`src/rtl/geom_buf_alloc.sv`:
```
// Geometry buffer allocator: carves vertex/triangle RAM into
// contiguous buffers, streams elements in, commits descriptors.
module geom_buf_alloc #(
  parameter int VTX_W    = 108,
  parameter int TRI_W    = 24,
  parameter int MAX_VERT = 5000,
  parameter int MAX_TRI  = 5000,
  parameter int MAX_BUF  = 256,
  parameter int VA_W     = $clog2(MAX_VERT),
  parameter int TA_W     = $clog2(MAX_TRI)
) (
  input  logic             clk,
  input  logic             rst,
  input  logic             wipe,
  input  logic             vert_start,
  input  logic [7:0]       vert_cnt_m1,
  input  logic             vert_valid,
  input  logic [VTX_W-1:0] vert_data,
  input  logic             tri_start,
  input  logic [7:0]       tri_cnt_m1,
  input  logic             tri_valid,
  input  logic [TRI_W-1:0] tri_data,
  output logic             vram_we,
  output logic [VA_W-1:0]  vram_addr,
  output logic [VTX_W-1:0] vram_wdata,
  output logic             tram_we,
  output logic [TA_W-1:0]  tram_addr,
  output logic [TRI_W-1:0] tram_wdata,
  output logic             desc_we,
  output logic             desc_kind,
  output logic [7:0]       desc_id,
  output logic [12:0]      desc_base,
  output logic [7:0]       desc_cnt_m1,
  output logic             done_valid,
  output logic             done_kind,
  output logic [7:0]       done_id,
  output logic             err_valid,
  output logic [1:0]       err_code,
  output logic             busy
);

  localparam int AW = 13;

  typedef enum logic [1:0] {
    S_IDLE,
    S_FILL,
    S_COMMIT
  } state_t;

  state_t state_q, state_d;

  logic [AW-1:0] vtop_q, vtop_d, ttop_q, ttop_d;
  logic [8:0]    vid_q, vid_d, tid_q, tid_d;
  logic [AW-1:0] base_q, base_d;
  logic [8:0]    idx_q, idx_d;
  logic [7:0]    cnt_q, cnt_d;
  logic          kind_q, kind_d;

  logic             vram_we_q, vram_we_d;
  logic [VA_W-1:0]  vram_addr_q, vram_addr_d;
  logic [VTX_W-1:0] vram_wdata_q, vram_wdata_d;
  logic             tram_we_q, tram_we_d;
  logic [TA_W-1:0]  tram_addr_q, tram_addr_d;
  logic [TRI_W-1:0] tram_wdata_q, tram_wdata_d;
  logic             desc_we_q, desc_we_d;
  logic             desc_kind_q, desc_kind_d;
  logic [7:0]       desc_id_q, desc_id_d;
  logic [12:0]      desc_base_q, desc_base_d;
  logic [7:0]       desc_cnt_q, desc_cnt_d;
  logic             done_valid_q, done_valid_d;
  logic             err_valid_q, err_valid_d;
  logic [1:0]       err_code_q, err_code_d;
  logic             busy_q, busy_d;

  logic [13:0] v_end, t_end;
  logic        v_fit, t_fit, v_idok, t_idok;
  logic        match_v, wrong_v, last;
  logic [AW-1:0] wr_off;

  // 14-bit sums so a region ending exactly at the RAM depth still fits
  assign v_end  = {1'b0, vtop_q} + {6'd0, vert_cnt_m1} + 14'd1;
  assign t_end  = {1'b0, ttop_q} + {6'd0, tri_cnt_m1} + 14'd1;
  assign v_fit  = v_end <= 14'(MAX_VERT);
  assign t_fit  = t_end <= 14'(MAX_TRI);
  assign v_idok = vid_q < 9'(MAX_BUF);
  assign t_idok = tid_q < 9'(MAX_BUF);
  assign match_v = kind_q ? tri_valid : vert_valid;
  assign wrong_v = kind_q ? vert_valid : tri_valid;
  assign last    = idx_q == {1'b0, cnt_q};
  assign wr_off  = base_q + AW'(idx_q);

  always_comb begin
    state_d      = state_q;
    vtop_d       = vtop_q;
    ttop_d       = ttop_q;
    vid_d        = vid_q;
    tid_d        = tid_q;
    base_d       = base_q;
    idx_d        = idx_q;
    cnt_d        = cnt_q;
    kind_d       = kind_q;
    vram_we_d    = 1'b0;
    vram_addr_d  = vram_addr_q;
    vram_wdata_d = vram_wdata_q;
    tram_we_d    = 1'b0;
    tram_addr_d  = tram_addr_q;
    tram_wdata_d = tram_wdata_q;
    desc_we_d    = 1'b0;
    desc_kind_d  = desc_kind_q;
    desc_id_d    = desc_id_q;
    desc_base_d  = desc_base_q;
    desc_cnt_d   = desc_cnt_q;
    done_valid_d = 1'b0;
    err_valid_d  = 1'b0;
    err_code_d   = 2'd0;
    if (wipe) begin
      state_d = S_IDLE;
      vtop_d  = '0;
      ttop_d  = '0;
      vid_d   = '0;
      tid_d   = '0;
    end else begin
      unique case (state_q)
        S_IDLE: begin
          if (vert_start) begin
            if (!v_fit) begin
              err_valid_d = 1'b1;
              err_code_d  = 2'd1;
            end else if (!v_idok) begin
              err_valid_d = 1'b1;
              err_code_d  = 2'd2;
            end else begin
              state_d = S_FILL;
              base_d  = vtop_q;
              cnt_d   = vert_cnt_m1;
              kind_d  = 1'b0;
              idx_d   = '0;
            end
            if (tri_start && !err_valid_d) begin
              err_valid_d = 1'b1;
              err_code_d  = 2'd3;
            end
          end else if (tri_start) begin
            if (!t_fit) begin
              err_valid_d = 1'b1;
              err_code_d  = 2'd1;
            end else if (!t_idok) begin
              err_valid_d = 1'b1;
              err_code_d  = 2'd2;
            end else begin
              state_d = S_FILL;
              base_d  = ttop_q;
              cnt_d   = tri_cnt_m1;
              kind_d  = 1'b1;
              idx_d   = '0;
            end
          end else if (vert_valid || tri_valid) begin
            err_valid_d = 1'b1;
            err_code_d  = 2'd3;
          end
        end
        S_FILL: begin
          if (vert_start || tri_start) begin
            // abort: region and ID are reused by the next buffer
            err_valid_d = 1'b1;
            err_code_d  = 2'd3;
            state_d     = S_IDLE;
          end else begin
            if (match_v) begin
              idx_d = idx_q + 9'd1;
              if (last) state_d = S_COMMIT;
              if (kind_q) begin
                tram_we_d    = 1'b1;
                tram_addr_d  = TA_W'(wr_off);
                tram_wdata_d = tri_data;
              end else begin
                vram_we_d    = 1'b1;
                vram_addr_d  = VA_W'(wr_off);
                vram_wdata_d = vert_data;
              end
            end
            if (wrong_v) begin
              err_valid_d = 1'b1;
              err_code_d  = 2'd3;
            end
          end
        end
        S_COMMIT: begin
          desc_we_d    = 1'b1;
          done_valid_d = 1'b1;
          desc_kind_d  = kind_q;
          desc_id_d    = kind_q ? tid_q[7:0] : vid_q[7:0];
          desc_base_d  = base_q;
          desc_cnt_d   = cnt_q;
          if (kind_q) begin
            ttop_d = ttop_q + AW'(cnt_q) + AW'(1);
            tid_d  = tid_q + 9'd1;
          end else begin
            vtop_d = vtop_q + AW'(cnt_q) + AW'(1);
            vid_d  = vid_q + 9'd1;
          end
          if (vert_start || tri_start || vert_valid || tri_valid) begin
            err_valid_d = 1'b1;
            err_code_d  = 2'd3;
          end
          state_d = S_IDLE;
        end
        default: state_d = S_IDLE;
      endcase
    end
    busy_d = state_d != S_IDLE;
  end

  always_ff @(posedge clk) begin
    if (rst) begin
      state_q      <= S_IDLE;
      vtop_q       <= '0;
      ttop_q       <= '0;
      vid_q        <= '0;
      tid_q        <= '0;
      base_q       <= '0;
      idx_q        <= '0;
      cnt_q        <= '0;
      kind_q       <= 1'b0;
      vram_we_q    <= 1'b0;
      vram_addr_q  <= '0;
      vram_wdata_q <= '0;
      tram_we_q    <= 1'b0;
      tram_addr_q  <= '0;
      tram_wdata_q <= '0;
      desc_we_q    <= 1'b0;
      desc_kind_q  <= 1'b0;
      desc_id_q    <= '0;
      desc_base_q  <= '0;
      desc_cnt_q   <= '0;
      done_valid_q <= 1'b0;
      err_valid_q  <= 1'b0;
      err_code_q   <= '0;
      busy_q       <= 1'b0;
    end else begin
      state_q      <= state_d;
      vtop_q       <= vtop_d;
      ttop_q       <= ttop_d;
      vid_q        <= vid_d;
      tid_q        <= tid_d;
      base_q       <= base_d;
      idx_q        <= idx_d;
      cnt_q        <= cnt_d;
      kind_q       <= kind_d;
      vram_we_q    <= vram_we_d;
      vram_addr_q  <= vram_addr_d;
      vram_wdata_q <= vram_wdata_d;
      tram_we_q    <= tram_we_d;
      tram_addr_q  <= tram_addr_d;
      tram_wdata_q <= tram_wdata_d;
      desc_we_q    <= desc_we_d;
      desc_kind_q  <= desc_kind_d;
      desc_id_q    <= desc_id_d;
      desc_base_q  <= desc_base_d;
      desc_cnt_q   <= desc_cnt_d;
      done_valid_q <= done_valid_d;
      err_valid_q  <= err_valid_d;
      err_code_q   <= err_code_d;
      busy_q       <= busy_d;
    end
  end

  assign vram_we     = vram_we_q;
  assign vram_addr   = vram_addr_q;
  assign vram_wdata  = vram_wdata_q;
  assign tram_we     = tram_we_q;
  assign tram_addr   = tram_addr_q;
  assign tram_wdata  = tram_wdata_q;
  assign desc_we     = desc_we_q;
  assign desc_kind   = desc_kind_q;
  assign desc_id     = desc_id_q;
  assign desc_base   = desc_base_q;
  assign desc_cnt_m1 = desc_cnt_q;
  assign done_valid  = done_valid_q;
  assign done_kind   = desc_kind_q;
  assign done_id     = desc_id_q;
  assign err_valid   = err_valid_q;
  assign err_code    = err_code_q;
  assign busy        = busy_q;

endmodule
```
`config.mk`:
```
export PLATFORM = sky130hd
export DESIGN_NAME = geom_buf_alloc
export DESIGN_NICKNAME = d
export VERILOG_FILES = /design/src/rtl/geom_buf_alloc.sv
export SDC_FILE = /design/constraint.sdc
export NUM_CORES = 1
export LEC_CHECK = 0
export ABC_CLOCK_PERIOD_IN_PS = 2700
export CORE_MARGIN = 2
export CORE_UTILIZATION = 39
export CTS_CLUSTER_DIAMETER = 200
export DETAILED_ROUTE_END_ITERATION = 8
export GPL_ROUTABILITY_DRIVEN = 0
export PLACE_DENSITY = 0.71
export SLEW_MARGIN = 40
export SYNTH_ARGS = -nofsm -noshare
export SYNTH_HDL_FRONTEND = slang
export SYNTH_SLANG_ARGS = --single-unit
export TNS_END_PERCENT = 1
```
`constraint.sdc`:
```
create_clock -name clk -period 2.7 [get_ports clk]
set_input_delay 0.27 -clock clk [delete_from_list [all_inputs] [get_ports clk]]
set_output_delay 0.27 -clock clk [all_outputs]
set_load 0.03 [all_outputs]
```
==> impl_metrics.env, run 1 <==
export IMPL_path_buf_inv=5
export IMPL_coreArea_mm2=0.0307
export IMPL_r2r_slack_ps=-240
export IMPL_status="complete, but fails checks"
export IMPL_synth_edff_count=0
export IMPL_vias_per_cell=5.19
export IMPL_wl_mm=41.4
export IMPL_arrival_ps=3400
export IMPL_worstHoldStart="rst"
export IMPL_fin_crit_sh_pct=109
export IMPL_drv_cap=0
export IMPL_hold_slack_ps=235
export IMPL_pin_count=360
export IMPL_violations="negative setup slack"
export IMPL_syn_nets=1705
export IMPL_crit_path_start_kind="flop"
export IMPL_cts_sinks=272
export IMPL_min_period_ps=2940
export IMPL_drc=0
export IMPL_critPathCaptureType="flop"
export IMPL_fin_ws_ps=-239
export IMPL_numPortBuffers=359
export IMPL_cts_root_buf="clkbuf_16"
export IMPL_path_cells="ha_4 > nor2b_1 > o2111ai_2 > nand3_2 > buf_6 > nor2_2 > a2111oi_2 > or4_4 > nand4_4 > a211oi_4 > buf_6 > buf_12 > buf_6 > buf_4 > a211oi_2"
export IMPL_crit_required_ps=3160
export IMPL_rsz0062_at_grt="yes"
export IMPL_vdd_drop_max_mv=0.477
export IMPL_drv_slew=0
export IMPL_yosysWarnings=0
export IMPL_fillerInstances=2629
export IMPL_route_vias_total=12100
export IMPL_dieArea_mm2=0.0329
export IMPL_h_tree_depth=1
export IMPL_grt_antenna_before_repair=2
export IMPL_synthTopCellsByCount="nand2_1, dfxtp_1, a21oi_1"
export IMPL_synth_top_cell_by_area="dfxtp_1"
export IMPL_syn_area_per_cell_um2=8.16
export IMPL_p_total_mw=9.28
export IMPL_detail_route_antenna_nets=0
export IMPL_place_ws_ps=-738
export IMPL_die_width_um=181
export IMPL_clk_latency_ps=550
export IMPL_synth_top_area_share_pct=44.4
export IMPL_tightest_slew_ps=768
export IMPL_critical_path_max_stage_delay_ps=540
export IMPL_worst_hold_path_type="in -> reg"
export IMPL_max_freq_ghz=0.340
export IMPL_ys_flop_type="dfxtp_1"
export IMPL_worstReg2RegEnd="base_q[6]"
export IMPL_grt_max_degree=125
export IMPL_path_clk_slew_ps=60
export IMPL_hold_depth=3
export IMPL_cpLargestDelayFamily="simple AND/OR/NAND/NOR gates"
export IMPL_synthTopCellsByArea="dfxtp_1, nand2_1, a21oi_1, ha_1, nor2_1"
export IMPL_ys_ff_latch=272
export IMPL_fin_skew_ps=11.8
export IMPL_first_iter_violations=670
export IMPL_r2r_cells=15
export IMPL_grt_remaining_overflow=0
export IMPL_reg2reg_from="ttop_q[1]"
export IMPL_slew_headroom_pct=48.8
export IMPL_synth_cells=1503
export IMPL_first_global_vias=11400
export IMPL_async_flop_share_pct=0
export IMPL_p_per_area_mw_per_mm2=504
export IMPL_hold_violations=0
export IMPL_fp_row_count=64
export IMPL_grt_usage_pct=23.7
export IMPL_critical_path_class="reg -> reg"
export IMPL_cts_buffers=31
export IMPL_dp_final_hpwl_mm=29.7
export IMPL_cts_tree="yes"
export IMPL_critPathMaxFanout=6
export IMPL_setup_violations=31
export IMPL_setup_tns_ps=-4110
export IMPL_die_height_um=181
export IMPL_leakage_nw=6.60
export IMPL_clock_path_buffers=3
export IMPL_yosysUniqueCellTypes=65
export IMPL_path_common_cell="buf_6"
export IMPL_final_layout_size_suffix_gt1_share_pct=14.6
export IMPL_final_nets=2115
export IMPL_first_pass_iters=6
export IMPL_min_to="done_valid"
export IMPL_slowest_stage="or4_4"
export IMPL_ys_seq_area_share_pct=44.4
export IMPL_post_route_util_pct=59.9
export IMPL_wl_per_cell_um=17.7
export IMPL_synth_most_common_cell="nand2_1"
export IMPL_grt_pass1_wl_mm=62.6
export IMPL_syn2layout_area_growth_pct=50.2
export IMPL_netlist_area_mm2=0.0123
export IMPL_start_util_pct=39.9
[worst max path at each step]
stage | depth (start not counted) | slack [ps] | endpoint | startpoint
global route | 16 | -350 | base_q[6] | vtop_q[4]
floorplan | 12 | 5 | cnt_q[1] | ttop_q[1]
CTS | 14 | -140 | cnt_q[3] | ttop_q[1]
finish | 15 | -240 | base_q[6] | ttop_q[1]
global placement | 13 | -650 | kind_q | tri_cnt_m1[1]
detailed placement | 14 | -740 | kind_q | tri_cnt_m1[0]
[tightest hold or removal path: stages]
cell and delay (ps):
clkbuf_8 110, buf_12 200, nor2_1 140
[cells by family after synthesis]
logic type                 Yosys count  share of synthesized area, %
AOI/OAI and AO/OA                  361                          18.6
DFF                                272                          44.4
buffers and inverters              132                          4.65
and+or+nand+nor                    603                          20.8
adders and majority gates           48                          5.06
muxes                               30                          2.45
xor gates and xnor gates            57                          4.07
[per-layer routing]
| layer | GRT usage, % | up-vias | part of all wire (%) |
|---|---|---|---|
| li1 | - | 5912 | - |
| met1 | 27.5 | 5660 | 39 |
| met2 | 41.6 | 452 | 49 |
| met4 | 10.7 | 0 | 4.6 |
| met5 | 0 | - | 0 |
| met3 | 5.16 | 82 | 7.0 |
[state kept, by name, indices dropped and copies added, names as in the netlist, 13 cells and up]
name / cells
vram_wdata: 108
base_q: 13
ttop_q: 13
tram_addr: 13
vtop_q: 13
tram_wdata: 24
vram_addr: 13
desc_base: 13
[where the power goes]
group          switching (mW)  leakage, nW  internal [mW]
Sequential             0.0525         2.20           4.05
Clock                    1.67        0.521           2.65
Combinational           0.401         3.88          0.461
[per-stage QoR]
stage	std cells	cell area, um2
2_1_floorplan	1503	12300
3_3_place_gp	2248	16700
3_5_place_dp	2249	16700
4_1_cts	2314	18000
5_1_grt	2333	18400
6_report	2333	18400
[what timing repair did]
action | 4_1_cts | 5_1_grt
setup endpoints to repair | 42 | 55
gates cloned | 2 | 1
pin swaps | 11 | 38
gates resized for setup | 27 | 60
buffers inserted | 8 | 16
hold buffers | 0 | 0
[placed cells by master (no fill, tap or decap), drive strengths merged, types with 7 or more instances in the layout]
cell type | netlist | routed
o21a | 11 | 11
o211ai | 7 | 7
inv | 27 | 27
ha | 44 | 44
buf | 23 | 122
o21ai | 25 | 25
xor2 | 21 | 21
a21o | 11 | 11
clkdlybuf4s50 | 0 | 358
nor2 | 100 | 100
clkbuf | 82 | 47
dfxtp | 272 | 272
a211oi | 48 | 48
nor2b | 12 | 12
a21oi | 225 | 225
nand3 | 13 | 13
xnor2 | 36 | 36
nand4 | 15 | 15
nand2b | 11 | 11
mux2i | 30 | 30
nor3 | 17 | 17
nand2 | 406 | 406
[cell type report]
class / instances / area [um2] / area share [%]
clock inverters: 10 / 134 / 0.727
flip-flops and latches: 272 / 5460 / 29.6
well taps: 396 / 495 / 2.69
diodes: 2 / 5.00 / 0.0272
clock buffers: 45 / 928 / 5.04
repair buffers: 482 / 4690 / 25.4
inverters: 27 / 101 / 0.550
multi-input cells: 1099 / 6610 / 35.9
(Power assumes the default switching activity.)
==> inputs of run 2 (changes only) <==
--- a/config.mk
+++ b/config.mk
@@ -8,6 +8,7 @@
 export ABC_CLOCK_PERIOD_IN_PS = 2700
 export CORE_MARGIN = 2
 export CORE_UTILIZATION = 39
+export CTS_BUF_LIST = sky130_fd_sc_hd__clkbuf_16
 export CTS_CLUSTER_DIAMETER = 200
 export DETAILED_ROUTE_END_ITERATION = 8
 export GPL_ROUTABILITY_DRIVEN = 0
==> run 2 against run 1 <==
- the run still ends with negative setup slack left
- combinational power hardly changed
- total power is 3.4% lower
- die area stayed put
- critical path type unchanged
==> impl_metrics.env, run 2 (synthesis gave the netlist of run 1 again) <==
export IMPL_status="complete, but fails checks"
export IMPL_violations="negative setup slack"
export IMPL_first_pass_iters=6
export IMPL_coreArea_mm2=0.0307
export IMPL_fp_row_count=64
export IMPL_clk_latency_ps=550
export IMPL_p_per_area_mw_per_mm2=489
export IMPL_setup_tns_ps=-4050
export IMPL_path_cells="ha_4 > nor2b_1 > o2111ai_2 > nand3_2 > buf_6 > nor2_2 > a2111oi_2 > or4_4 > nand4_4 > a211oi_4 > buf_6 > buf_12 > buf_6 > buf_4 > a211oi_2"
export IMPL_fin_skew_ps=11.6
export IMPL_h_tree_depth=1
export IMPL_hold_violations=0
export IMPL_drv_cap=0
export IMPL_critPathMaxFanout=6
export IMPL_wl_per_cell_um=17.7
export IMPL_max_freq_ghz=0.340
export IMPL_path_clk_slew_ps=60
export IMPL_numPortBuffers=359
export IMPL_p_total_mw=8.97
export IMPL_first_global_vias=11400
export IMPL_dp_cells=2249
export IMPL_postCtsHoldBufs=0
export IMPL_leakage_nw=6.56
export IMPL_fin_ws_ps=-245
export IMPL_grt_antenna_before_repair=2
export IMPL_drv_slew=0
export IMPL_dp_final_hpwl_mm=29.7
export IMPL_clock_path_buffers=3
export IMPL_slowest_stage="or4_4"
export IMPL_drc=0
export IMPL_grt_remaining_overflow=0
export IMPL_critPathCaptureType="flop"
export IMPL_rsz0062_at_grt="yes"
export IMPL_largest_register_ffs=108
export IMPL_route_vias_total=12100
export IMPL_fillerInstances=2638
export IMPL_pin_count=360
export IMPL_critical_path_class="reg -> reg"
export IMPL_die_height_um=181
export IMPL_start_util_pct=39.9
export IMPL_path_common_cell="buf_6"
export IMPL_crit_path_start_kind="flop"
export IMPL_fin_crit_sh_pct=109
export IMPL_cts_sinks=272
export IMPL_vias_per_cell=5.18
export IMPL_grt_usage_pct=23.7
export IMPL_cts_root_buf="clkbuf_16"
export IMPL_tightest_slew_ps=770
export IMPL_slew_headroom_pct=48.6
export IMPL_cts_buffers=31
export IMPL_syn2layout_area_growth_pct=49.4
export IMPL_min_period_ps=2940
export IMPL_path_buf_inv=5
export IMPL_wl_mm=41.4
export IMPL_setup_violations=31
export IMPL_vdd_drop_max_mv=0.477
export IMPL_die_width_um=181
export IMPL_worst_hold_path_type="in -> reg"
export IMPL_critical_path_max_stage_delay_ps=540
export IMPL_grt_pass1_wl_mm=62.6
export IMPL_arrival_ps=3410
export IMPL_grt_max_degree=125
export IMPL_final_cell_mix="nand2_1, clkdlybuf4s50_1, dfxtp_1"
export IMPL_final_layout_size_suffix_gt1_share_pct=14.1
export IMPL_place_ws_ps=-738
export IMPL_dieArea_mm2=0.0329
export IMPL_cts_tree="yes"
export IMPL_final_nets=2115
export IMPL_layout_commonest_cell="nand2_1"
export IMPL_cpLargestDelayFamily="simple AND/OR/NAND/NOR gates"
export IMPL_detail_route_antenna_nets=0
export IMPL_crit_required_ps=3160
export IMPL_fin_cells=2333
export IMPL_first_iter_violations=704
run 2: cell types whose count changed in the layout (fill, tap and decap cells not counted):
cell,before,now
inv_1,25,29
clkinv_1,0,10
clkbuf_1,4,0
clkbuf_8,11,1
run 2: worst paths after layout:
| path | slack (ps) | end | cells past startpoint | startpoint |
|---|---|---|---|---|
| setup reg to reg | -240 | base_q[6] | 15 | ttop_q[1] |
| hold reg to reg | 450 | tram_wdata[9] | 2 | tram_wdata[9] |
| hold / removal | 240 | desc_cnt_m1[7] | 3 | rst |
| setup / recovery | -240 | base_q[6] | 15 | ttop_q[1] |
run 2: report_power, final:
part	internal, mW	switching (mW)	leakage, nW
clock	2.35	1.65	0.481
sequential	4.05	0.0519	2.20
combinational	0.461	0.401	3.88
total	6.86	2.10	6.56
run 2: area by class of cell:
type	instances	area (um2)	share of cell area [%]
antenna	2	5.00	0.0273
sequential	272	5460	29.8
timing repair buffer	482	4690	25.6
clock buffer	31	776	4.23
clock inverter	24	186	1.02
multi-input combinational	1099	6610	36.1
inverter	27	101	0.553
tap	396	495	2.70
run 2: timing repair:
item,in CTS,in global routing
gates cloned,2,1
endpoints found under the hold margin,0,0
setup endpoints to repair,42,55
gates resized for setup,27,60
buffers inserted,8,16
pin swaps,11,38
run 2: metal layers:
layer / routed length [um] / up-vias / GRT usage, %
li1: - / 5907 / -
met3: 2930 / 82 / 5.28
met5: 0 / - / 0
met2: 20400 / 416 / 41.6
met4: 1890 / 0 / 10.7
met1: 16200 / 5671 / 27.5
run 2: through the flow:
step / hold slack [ps] / instance area, um2 / util [%]
after floorplan: 406 / 12300 / -
after detailed placement: 445 / 16700 / 54.4
final: 243 / 18300 / 59.6
after global placement: 441 / 16700 / 54.3
after global routing: 264 / 18300 / 59.6
after CTS: 246 / 17900 / 58.2
run 2: worst min-delay path, cell delays in order:
cell and delay, ps:
clkbuf_8 110, buf_12 210, a21oi_1 160
